===== config.mk =====
export PLATFORM = sky130hd
export DESIGN_NAME = instr_fetch_unit
export DESIGN_NICKNAME = d
export VERILOG_FILES = /design/src/rtl/instr_fetch_unit.sv
export SDC_FILE = /design/constraint.sdc
export NUM_CORES = 1
export LEC_CHECK = 0
export ABC_AREA = 0
export BUFFER_PORTS_ARGS = -buffer_cell sky130_fd_sc_hd__clkbuf_2
export CORE_AREA = 3 3 73 75
export CTS_CLUSTER_DIAMETER = 30
export DETAILED_ROUTE_END_ITERATION = 12
export DIE_AREA = 0 0 76 78
export GPL_ROUTABILITY_DRIVEN = 0
export PLACE_DENSITY = 0.86
export SETUP_SLACK_MARGIN = 0.3
export SLEW_MARGIN = 10
export SYNTH_ARGS = -nofsm -noshare
export SYNTH_HDL_FRONTEND = slang
export SYNTH_SLANG_ARGS = --single-unit

===== constraint.sdc =====
create_clock -name clock -period 4.4 [get_ports clock]
set_input_delay 0.22 -clock clock [delete_from_list [all_inputs] [get_ports clock]]
set_output_delay 0.22 -clock clock [all_outputs]
set_load 0.1 [all_outputs]

===== src/rtl/instr_fetch_unit.sv =====
// Instruction fetch unit: issues single-word reads to instruction memory,
// buffers returned words and presents them to the control FSM through IR/start.
//
// Ports:
//   clock, reset_n        single clock, asynchronous active-low reset
//   enable                fetching permitted while high
//   mem_req/mem_addr      read request and its address (held until mem_ack)
//   mem_ack/mem_rdata     read completion and data (valid in the ack cycle)
//   IR/start              current instruction and its valid flag
//   ir_consume            control FSM has taken IR (ignored while start=0)
//   pc_load/pc_value      jump: redirect fetch to pc_value and flush buffer
//   pc                    address of the next word to fetch
//
// Configuration macro: INSTR_FETCH_PREFETCH_EN
//   defined   -> 2-entry buffer (IR plus one prefetch word)
//   undefined -> 1-entry buffer (IR only)
module instr_fetch_unit #(
    parameter logic [15:0] RESET_PC = 16'h0000,
    parameter int unsigned DATA_W   = 16
) (
    input  logic              clock,
    input  logic              reset_n,
    input  logic              enable,
    output logic              mem_req,
    output logic [DATA_W-1:0] mem_addr,
    input  logic              mem_ack,
    input  logic [DATA_W-1:0] mem_rdata,
    output logic [DATA_W-1:0] IR,
    output logic              start,
    input  logic              ir_consume,
    input  logic              pc_load,
    input  logic [DATA_W-1:0] pc_value,
    output logic [DATA_W-1:0] pc
);

    typedef enum logic [1:0] {
        IDLE  = 2'd0,
        FETCH = 2'd1,
        FULL  = 2'd2
    } state_e;

    state_e            state_q, state_d;
    logic [DATA_W-1:0] pc_q, pc_d;
    logic [DATA_W-1:0] addr_q, addr_d;
    logic [DATA_W-1:0] ir_q, ir_d;
    logic              start_q, start_d;
    logic              req_q, req_d;
    logic              discard_q, discard_d;
    logic              outstanding;
    logic              acked;
    logic              slot_free;
`ifdef INSTR_FETCH_PREFETCH_EN
    logic [DATA_W-1:0] pf_q, pf_d;
    logic              pf_vld_q, pf_vld_d;
`endif

    // State and datapath registers
    always_ff @(posedge clock or negedge reset_n) begin
        if (!reset_n) begin
            state_q   <= IDLE;
            pc_q      <= DATA_W'(RESET_PC);
            addr_q    <= DATA_W'(RESET_PC);
            ir_q      <= '0;
            start_q   <= 1'b0;
            req_q     <= 1'b0;
            discard_q <= 1'b0;
`ifdef INSTR_FETCH_PREFETCH_EN
            pf_q      <= '0;
            pf_vld_q  <= 1'b0;
`endif
        end else begin
            state_q   <= state_d;
            pc_q      <= pc_d;
            addr_q    <= addr_d;
            ir_q      <= ir_d;
            start_q   <= start_d;
            req_q     <= req_d;
            discard_q <= discard_d;
`ifdef INSTR_FETCH_PREFETCH_EN
            pf_q      <= pf_d;
            pf_vld_q  <= pf_vld_d;
`endif
        end
    end

    // Next-state, buffer and request logic
    always_comb begin
        state_d   = state_q;
        pc_d      = pc_q;
        addr_d    = addr_q;
        ir_d      = ir_q;
        start_d   = start_q;
        discard_d = discard_q;
`ifdef INSTR_FETCH_PREFETCH_EN
        pf_d      = pf_q;
        pf_vld_d  = pf_vld_q;
`endif
        outstanding = (state_q == FETCH) && !mem_ack;
        acked       = (state_q == FETCH) && mem_ack;

        if (pc_load) begin
            // Jump wins over consume and capture; an in-flight read is
            // remembered so its data can be dropped when it returns.
            pc_d      = pc_value;
            start_d   = 1'b0;
            discard_d = outstanding || (discard_q && !acked);
`ifdef INSTR_FETCH_PREFETCH_EN
            pf_vld_d  = 1'b0;
`endif
        end else begin
            if (acked && discard_q) begin
                discard_d = 1'b0;
            end
            // Consume first so a same-cycle capture lands behind it
            if (ir_consume && start_q) begin
`ifdef INSTR_FETCH_PREFETCH_EN
                if (pf_vld_q) begin
                    ir_d     = pf_q;
                    pf_vld_d = 1'b0;
                end else begin
                    start_d  = 1'b0;
                end
`else
                start_d = 1'b0;
`endif
            end
            if (acked && !discard_q) begin
                pc_d = pc_q + DATA_W'(1);
                if (!start_d) begin
                    ir_d    = mem_rdata;
                    start_d = 1'b1;
                end
`ifdef INSTR_FETCH_PREFETCH_EN
                else begin
                    pf_d     = mem_rdata;
                    pf_vld_d = 1'b1;
                end
`endif
            end
        end

`ifdef INSTR_FETCH_PREFETCH_EN
        slot_free = !pf_vld_d;
`else
        slot_free = !start_d;
`endif

        // A read in flight keeps FETCH; otherwise decide from buffer occupancy
        if (!outstanding) begin
            if (!slot_free) begin
                state_d = FULL;
            end else if (enable) begin
                state_d = FETCH;
            end else begin
                state_d = IDLE;
            end
        end

        // Latch the address only when a new request starts
        if ((state_d == FETCH) && !outstanding) begin
            addr_d = pc_d;
        end
        req_d = (state_d == FETCH);
    end

    assign mem_req  = req_q;
    assign mem_addr = addr_q;
    assign IR       = ir_q;
    assign start    = start_q;
    assign pc       = pc_q;

endmodule


---- Yosys cells after proc, flatten, opt, wreduce, memory -nomap -nowiden ----
Index checks and enable logic that the tools add are counted.
word-level totals
  register bits ........................... 53
  output and inout bits ................... 50
cells by class
  equal/unequal tests ..................... 2
  multiplexer cells ....................... 11
  reductions and logical operators ........ 14
  bitwise gates (word level) .............. 2
  $add $sub $neg .......................... 1
operators by type and width
  operator               count
  $mux 16                2
  $add 16x1->16 const B  1
  $logic_and 1x1->1      7
  $mux 1                 7
  $eq 2x1->1 const B     2
  $logic_not 1->1        4
  $mux 2                 2
  $reduce_and 3->1       1
  $not 1->1              2
  $reduce_bool 2->1      1
  $logic_or 1x1->1       1

---- Longest topological paths before layout ----
  word-level depth ........................ 9
  mapped depth ............................ 6
  mapped depth without buffers ............ 6

---- Least setup slack after synthesis ----
No wires, ideal clock.
  path kind ............................... register to register
  start ................................... register pc_q[0], in the netlist pc[0]
  end ..................................... register addr_q[8], in the netlist mem_addr[8]
  data arrival time ....................... 2304 ps
  clock period less this slack ............ 2430 ps
  setup slack ............................. 1970 ps
  required time ........................... 4274 ps
  cell stages (with the launch flop) ...... 7
  cell sequence ........................... dfrtp_1 ha_1 nand2_1 nor4_2 xor2_1 mux2_4 mux2_2
between the ends
  cells in the longest elaborated chain, start to end .. 3
RTL lines
  what                      RTL line  RTL
  start: declaration        43        logic [DATA_W-1:0] pc_q, pc_d;
  start signal: assignment  61        pc_q <= DATA_W'(RESET_PC);
  start signal: assignment  73        pc_q <= pc_d;
  $add 16x1->16             128       pc_d = pc_q + DATA_W'(1);
  $mux 16                   127       if (acked && !discard_q) begin
  $mux 16                   101       if (pc_load) begin
  net pc_d[8]               43
  end signal: assignment    62        addr_q <= DATA_W'(RESET_PC);
  end signal: assignment    74        addr_q <= addr_d;
  end: declaration          44        logic [DATA_W-1:0] addr_q, addr_d;
The timed path passes the listed nets, and every way through them passes these cells.
A chain may end at the register's enable or synchronous reset.

---- Worst setup path after layout ----
  start ................................... register discard_q
  end ..................................... register ir_q[9], in the netlist IR[9]
between the ends
  cells in the longest elaborated chain, start to end .. 3
RTL lines
  what                        RTL line  RTL
  start: declaration          48        logic discard_q, discard_d;
  start signal: assignment    78        discard_q <= discard_d;
  $logic_not 1->1             127
  $logic_and 1x1->1           127
  $reduce_and 3->1 (no line)  -
  end signal: assignment      75        ir_q <= ir_d;
  end: declaration            45        logic [DATA_W-1:0] ir_q, ir_d;
Every way passes these cells.

==> results.sh <==
export IMPL_status="complete, no violations"
export IMPL_switching_share_pct=58.71
export IMPL_cp_end_kind="flip-flop"
export IMPL_floorplan_rows=25
export IMPL_die_h_um=78
export IMPL_placed_cell_area_um2=2940
export IMPL_io_pins=88
export IMPL_drc_errors=0
export IMPL_netlist_instances=194
export IMPL_drt_total_wl_um=5038
export IMPL_area_delta_synth_final_pct=22.72
export IMPL_numCtsBuffers=5
export IMPL_drive_gt1_share_pct=51.06
export IMPL_clock_latency_ns=0.30
export IMPL_clkTransAtPathRegs_ns=0.10
export IMPL_start_util_pct=52.24
export IMPL_grt_antenna_before_repair=0
export IMPL_path_class="flip-flop to flip-flop"
export IMPL_ys_seq_elements=53
export IMPL_root_buffer="clkbuf_8"
export IMPL_async_flop_share_pct=100.0
export IMPL_clkPwrFrac_pct=11.9
export IMPL_grt_usage_pct=18.57
export IMPL_cts_sinks=53
export IMPL_first_pass_iters=4
export IMPL_drtIter0Drc=59
export IMPL_worstRegToRegCells=3
export IMPL_synthFlopType="dfrtp_1"
export IMPL_drtAntennaViolNets=0
export IMPL_regArea_um2=1326
export IMPL_comb_power_share_pct=57.3
export IMPL_p_per_area_nw_per_um2=747.4
export IMPL_finalHoldViolations=0
export IMPL_hpwlAfterDp_um=3856
export IMPL_critPathMaxFanout=16
export IMPL_ir_worst_vdd_mv=0.6183
export IMPL_postCtsSetupBuffers=0
export IMPL_yosysWarnings=0
export IMPL_port_buffers=87
export IMPL_fin_crit_ns=2.390
export IMPL_grt_max_degree=54
export IMPL_cp_slowest_stage_delay_ns=0.85
export IMPL_p_seq_share_pct=30.8
export IMPL_cp_top_family="simple AND/OR/NAND/NOR gates"
export IMPL_synthesis_nets=233
export IMPL_slew_limit_headroom_pct=40.94
export IMPL_cts_resized_gates=0
export IMPL_ys_types=39
export IMPL_viasPerCell=5.086
export IMPL_overflow=0
export IMPL_max_freq_mhz=418.3
export IMPL_slew_violations=0
export IMPL_maxCapViolations=0
export IMPL_finalSetupTns_ns=0
export IMPL_skew_ns=0.008441
export IMPL_worstSetupStartpointType="flip-flop"
export IMPL_h_tree_depth=2
export IMPL_power_leakage_uw=0.001446
export IMPL_synth_edff_count=0
export IMPL_fin_area_um2=3028
export IMPL_synth_avg_cell_area_um2=12.72
export IMPL_grt_pass1_wl_um=8735
export IMPL_period_share_pct=54.33
export IMPL_cp_required_ns=4.60
export IMPL_fill_cells=379
export IMPL_cp_arrival_ns=2.59
export IMPL_multi_input_area_um2=1072
export IMPL_hp_class="input port to asynchronous set/reset pin"
export IMPL_worst_path_buf_inv=0
export IMPL_die_w_um=76
export IMPL_critPathLaunch="discard_q"
export IMPL_cts_hold_buf=0
export IMPL_vias=1775
export IMPL_r2r_start="discard_q"
export IMPL_grt_pass1_vias=1884
export IMPL_grt_setup_unrepaired="no"
export IMPL_setup_viol=0
export IMPL_tightest_slew_ns=0.8820
export IMPL_cts_buffer_depth=2
export IMPL_cts_tree="built"
export IMPL_cp_depth=3
export IMPL_cp_cell_sequence="nand4bb_1 -> nor3b_4 -> mux2_2"
export IMPL_dieArea_um2=5928
export IMPL_layout_nets=320
export IMPL_slowest_stage="nor3b_4"
export IMPL_diodes=0
export IMPL_wl_per_cell_um=14.44
export IMPL_final_util_pct=64.11
export IMPL_switching_power_uw=1329
export IMPL_netlist_area_um2=2467
export IMPL_p_int_uw=934.3
export IMPL_core_um2=4723
export IMPL_seq_area_frac_synth_pct=53.75
==> power by group through the flow <==
stage / Combinational [uW] / Sequential (uW) / Clock, uW
finish: 1300 / 697 / 269
global route: 1340 / 718 / 297
CTS: 1300 / 700 / 278
detailed placement: 1300 / 708 / 0
global placement: 1290 / 699 / 0
floorplan: 184 / 1620 / 0
==> Yosys cell counts, types with 3 or more instances <==
library cell,instances,share of area [%]
xor2_1,9,3.2
buf_6,3,1.4
o21ai_0,5,1.0
buf_2,4,0.81
xnor2_1,6,2.1
o211ai_1,5,1.5
a21o_1,3,0.91
or3b_2,4,1.4
nor3_1,3,0.61
nand2_1,25,3.8
mux2_2,32,15
nor2_1,3,0.46
nand3_1,4,0.81
o21ai_2,4,1.4
dfrtp_1,53,54
nand4_1,3,0.76
==> placed cells by master (no fill, tap or decap), types with 2 or more instances in the layout <==
cell,count
clkbuf_2,87
dfrtp_1,53
mux2_2,32
nand2_1,25
xor2_1,9
xnor2_1,6
o21ai_0,5
o211ai_1,5
clkbuf_8,5
nand3_1,4
o21ai_2,4
or3b_2,4
a21o_1,3
nor2_1,3
nand4_1,3
nor3_1,3
inv_1,2
and4_1,2
nor4_4,2
a21oi_1,2
mux2_1,2
clkinvlp_4,2
buf_4,2
==> flip-flops by register name (all words and copies together) (netlist names) <==
register / cells
mem_addr: 16
mem_req: 1
pc: 16
start: 1
state_q: 2
IR: 16
discard_q: 1
==> metal layers <==
metal  up-vias  routed length (um)  global-route usage [%]
met3         6                 472                   7.541
met5         -                   0                       0
met2        68                2452                   30.85
met4         0                  63                   6.341
li1        853                   -                       -
met1       848                2050                   21.97
==> through the flow <==
step	total power (uW)	std cells	hold slack, ns	setup WS (ns)
floorplan	1802	194	-0.07559	1.970
finish	2263	349	0.01802	2.010
global placement	1991	341	0.3707	1.975
global route	2353	349	0.06774	1.809
CTS	2282	349	0.04386	1.976
detailed placement	2011	341	0.3827	1.930
==> worst register-to-register path: stages (launching register included) <==
cell       delay, ns
dfrtp_1         0.42
nand4bb_1       0.59
nor3b_4         0.86
mux2_2          0.42
==> cells by family after synthesis <==
family                   synth area share [%]
AND/OR/NAND/NOR                         15.62
XOR/XNOR                                5.325
buffers and inverters                   2.789
adder cells (fa/ha/maj)                0.5070
AO/OA/AOI/OAI                           5.476
multiplexers                            16.53
flip-flops                              53.75
==> final timing paths <==
path | to | slack, ns
max | IR[9] | 2.01
min | IR[11] | 0.02
max reg2reg | IR[9] | 2.01
min reg2reg | mem_addr[9] | 0.50
max in group asynchronous | mem_addr[5] | 3.94
min in group clock | pc[7] | 0.13
==> final cells by class <==
class	instances	area share (%)
clock inverter	2	0.4959
tap	67	2.769
multi-input combinational	130	35.41
sequential	53	43.80
timing repair buffer	89	14.88
inverter	2	0.2479
clock buffer	6	2.397
Note: power is estimated with default switching activity, not from simulation.
